$ cat src/rtl/prbs_xnor_pkg.sv
// rtl/prbs_xnor_pkg.sv - shared types and constants for the XNOR PRBS generator/checker
package prbs_xnor_pkg;

  typedef enum logic [1:0] {
    ST_FILL = 2'd0,
    ST_HUNT = 2'd1,
    ST_LOCK = 2'd2
  } chk_state_e;

  localparam logic MODE_PRBS7  = 1'b0;
  localparam logic MODE_PRBS15 = 1'b1;

  localparam int PRBS7_LEN  = 7;
  localparam int PRBS15_LEN = 15;
  localparam int LFSR_W     = PRBS15_LEN;

  localparam int PRBS7_TAP_HI  = 6;
  localparam int PRBS7_TAP_LO  = 5;
  localparam int PRBS15_TAP_HI = 14;
  localparam int PRBS15_TAP_LO = 13;

  localparam int ERR_CNT_W = 16;

  // Value of the fill counter on the last bit needed to populate the register
  function automatic logic [3:0] fill_last(input logic mode);
    return (mode == MODE_PRBS15) ? 4'(PRBS15_LEN - 1) : 4'(PRBS7_LEN - 1);
  endfunction

endpackage

$ cat src/rtl/xnor_lfsr_step.sv
// rtl/xnor_lfsr_step.sv - one-bit step of the XNOR LFSR for the selected polynomial
module xnor_lfsr_step
  import prbs_xnor_pkg::*;
(
  input  logic              mode,
  input  logic [LFSR_W-1:0] cur,
  input  logic              din,
  output logic              fb,
  output logic              all_ones,
  output logic [LFSR_W-1:0] nxt
);

  // Kept as separate continuous assigns so a caller may feed fb straight back into din
  assign fb = (mode == MODE_PRBS15) ? ~(cur[PRBS15_TAP_HI] ^ cur[PRBS15_TAP_LO])
                                    : ~(cur[PRBS7_TAP_HI] ^ cur[PRBS7_TAP_LO]);

  assign all_ones = (mode == MODE_PRBS15) ? (&cur[PRBS15_LEN-1:0]) : (&cur[PRBS7_LEN-1:0]);

  // PRBS7 keeps the unused upper bits at zero so all-ones detection stays exact
  assign nxt = (mode == MODE_PRBS15) ? {cur[LFSR_W-2:0], din}
                                     : {{(LFSR_W-PRBS7_LEN){1'b0}}, cur[PRBS7_LEN-2:0], din};

endmodule

$ cat config.mk
export PLATFORM = sky130hd
export DESIGN_NAME = xnor_lfsr_step
export DESIGN_NICKNAME = d
export VERILOG_FILES = /design/src/rtl/prbs_xnor_pkg.sv /design/src/rtl/xnor_lfsr_step.sv
export SDC_FILE = /design/constraint.sdc
export NUM_CORES = 1
export LEC_CHECK = 0
export CORE_AREA = 2 2 39 41
export DETAILED_ROUTE_END_ITERATION = 6
export DIE_AREA = 0 0 41 43
export PLACE_DENSITY_LB_ADDON = 0.3
export SETUP_SLACK_MARGIN = 0.15
export SYNTH_ARGS = -nofsm -noshare
export SYNTH_HDL_FRONTEND = slang
export SYNTH_SLANG_ARGS = --single-unit
$ cat constraint.sdc
create_clock -name vclk -period 0.8
set_clock_uncertainty 0.1 [all_clocks]
set_input_delay 0.08 -clock vclk [all_inputs]
set_output_delay 0.08 -clock vclk [all_outputs]
set_load 0.02 [all_outputs]
==> reports/results.ini <==
[power]
p_leak_nw=0.273
power_per_cell_area_nw_per_um2=592
vdd_drop_max_mv=0.183

[hold_path]
hold_depth=0
hold_class=input pin to output port

[floorplanning]
die-area_um2=1760
core_um2=1380
rows=14
die_h_um=43
io_pins=34
die_w_um=41
initial_core_util_pct=12.7

[setup_path]
path_cells=clkdlybuf4s15_1 > nand3_2 > nor3_4 > buf_6
required_ns=0.62
arrival_ns=0.72
cpMaxStageDelayCell=clkdlybuf4s15_1
crit_path_start=cur[1]
crit_end=all_ones
path_delay_family=buffers and inverters
cp_max_fo=2
critPathBufInv=2
critPathKind=input pin to output port
cp-end-kind=output port
cp.depth=4
slowest_delay_ns=0.21
start_kind=input pin

[cells_and_area]
nFlopsAndLatches=0
nets=74
drive_gt1_share_pct=89.1
clockBufferCount=0
synthToLayoutAreaGrowth_pct=217
diodes=0
regArea_um2=0

[timing]
setup_slack_ns=-0.101
rsz0062_at_grt=yes
setup_viol=2
maxSlewHeadroom_pct=90.0
hold_violations=0
worstMarginPinSlew_ns=0.149
hold_slack_ns=0.0600
finalCriticalPeriod_ns=0.901
finalSetupTns_ns=-0.195
fmax_mhz=1110
min_period_over_period_pct=113
report.final.slew_viol_count=0

[synthesis]
synth_top_family_by_area=simple AND/OR/NAND/NOR gates
synth_xor_area_share_pct=10.0
synthMuxAreaShare_pct=0
ys_seq_area_share_pct=0
synthSimpleGateAreaFrac_pct=50.7
synth_fa_ha_area_share_pct=0
syn_area_um2=175
yosysWarnings=0
syn_nets=43
synth_compound_area_share_pct=7.14
avgSynthCellArea_um2=6.74
ys_types=12
syn_inst=26

[global_route]
grt_max_degree=8
grt_pass1_vias=264
grt_use_total_pct=8.22
antenna_found_initial=0
grt_pass1_wl_um=1090
grt_remaining_overflow=0

[detailed_routing]
vias_per_cell=3.90
num_vias=277
first_iter_violations=0
drt_wl_total_um=657
first_pass_iters=1
ant_nets=0
wl_per_cell_um=9.25
drc_errors=0

[placed_design]
port_buffers=32
gp_congestion=0.574

[cts]
post_cts_buffers=0

[status]
violations=setup timing
status=finished, violations left

[run]
drv_cap=0

-- routing by layer --
layer / vias to the layer above / wire (µm) / part of all wire, % / global-route usage, %
li1: 139 / - / - / -
met3: 0 / 99 / 15 / 1.57
met5: - / 0 / 0 / 0
met2: 23 / 319 / 49 / 12.5
met1: 115 / 237 / 36 / 12.5
met4: 0 / 0 / 0 / 0
-- cells in the mapped netlist --
| library cell | number | area, µm² |
|---|---|---|
| and2_2 | 1 | 7.51 |
| clkbuf_1 | 1 | 3.75 |
| and2_1 | 7 | 43.8 |
| nor3_2 | 1 | 10.0 |
| nand4_1 | 3 | 18.8 |
| nor2_1 | 1 | 3.75 |
| nand3_1 | 1 | 5.00 |
| a21oi_1 | 1 | 5.00 |
| xor2_1 | 1 | 8.76 |
| o21a_1 | 1 | 7.51 |
| buf_4 | 7 | 52.6 |
| xnor2_1 | 1 | 8.76 |
-- stage by stage --
| stage | util [%] | worst slack, ns | area (µm²) | total power, mW | cells |
|---|---|---|---|---|---|
| floorplan | - | 0.0430 | 203 | 0.140 | 26 |
| global placement | 37.2 | -0.990 | 514 | 0.301 | 71 |
| detailed placement | 37.2 | -0.978 | 514 | 0.300 | 71 |
| CTS | 38.7 | -0.172 | 536 | 0.317 | 71 |
| global route | 40.1 | -0.159 | 556 | 0.351 | 71 |
| finish | 40.1 | -0.101 | 556 | 0.329 | 71 |
-- cell families (layout without fill, tap and decap cells) --
family | count (synthesis) | in the layout
AO/OA/AOI/OAI | 2 | 2
XOR/XNOR | 2 | 2
buffers and inverters | 8 | 37
AND/OR/NAND/NOR | 14 | 14
-- repair_timing --
item,in CTS,in global routing
pin swaps,8,7
endpoints found under the setup margin,16,13
resized for setup,159,13
hold buffers,0,0
-- how the worst min path moves through the flow --
stage / endpoint / slack (ns) / startpoint
final: nxt[0] / 0.06 / din
after global routing: nxt[0] / 0.06 / din
after CTS: nxt[0] / 0.06 / din
after detailed placement: nxt[0] / 0.06 / din
after global placement: nxt[0] / 0.06 / din
after floorplan: nxt[0] / 0.17 / din
-- area by class of cell --
cell class                      count  area [µm²]
Fill cell                         151         828
Multi-Input combinational cell     18         170
Tap cell                           16        20.0
Timing Repair Buffer               37         365
-- cell usage in the layout, fill, tap and decap left out --
cell type,Yosys,final
buf_6,0,24
and2_4,0,8
buf_4,7,4
nand4_1,3,3
clkbuf_2,0,3
buf_2,0,3
clkdlybuf4s15_1,0,2
xor2_2,0,1
xnor2_2,0,1
nor2_2,0,1
a21oi_2,0,1
o21a_1,1,1
nand3_2,0,1
nor3_4,0,1
buf_8,0,1
-- power by group --
group          leakage [nW]  switching [mW]  internal, mW
combinational         0.273           0.134         0.194
sequential                0               0             0
clock                     0               0             0
Power figures use the tool's default switching activity.
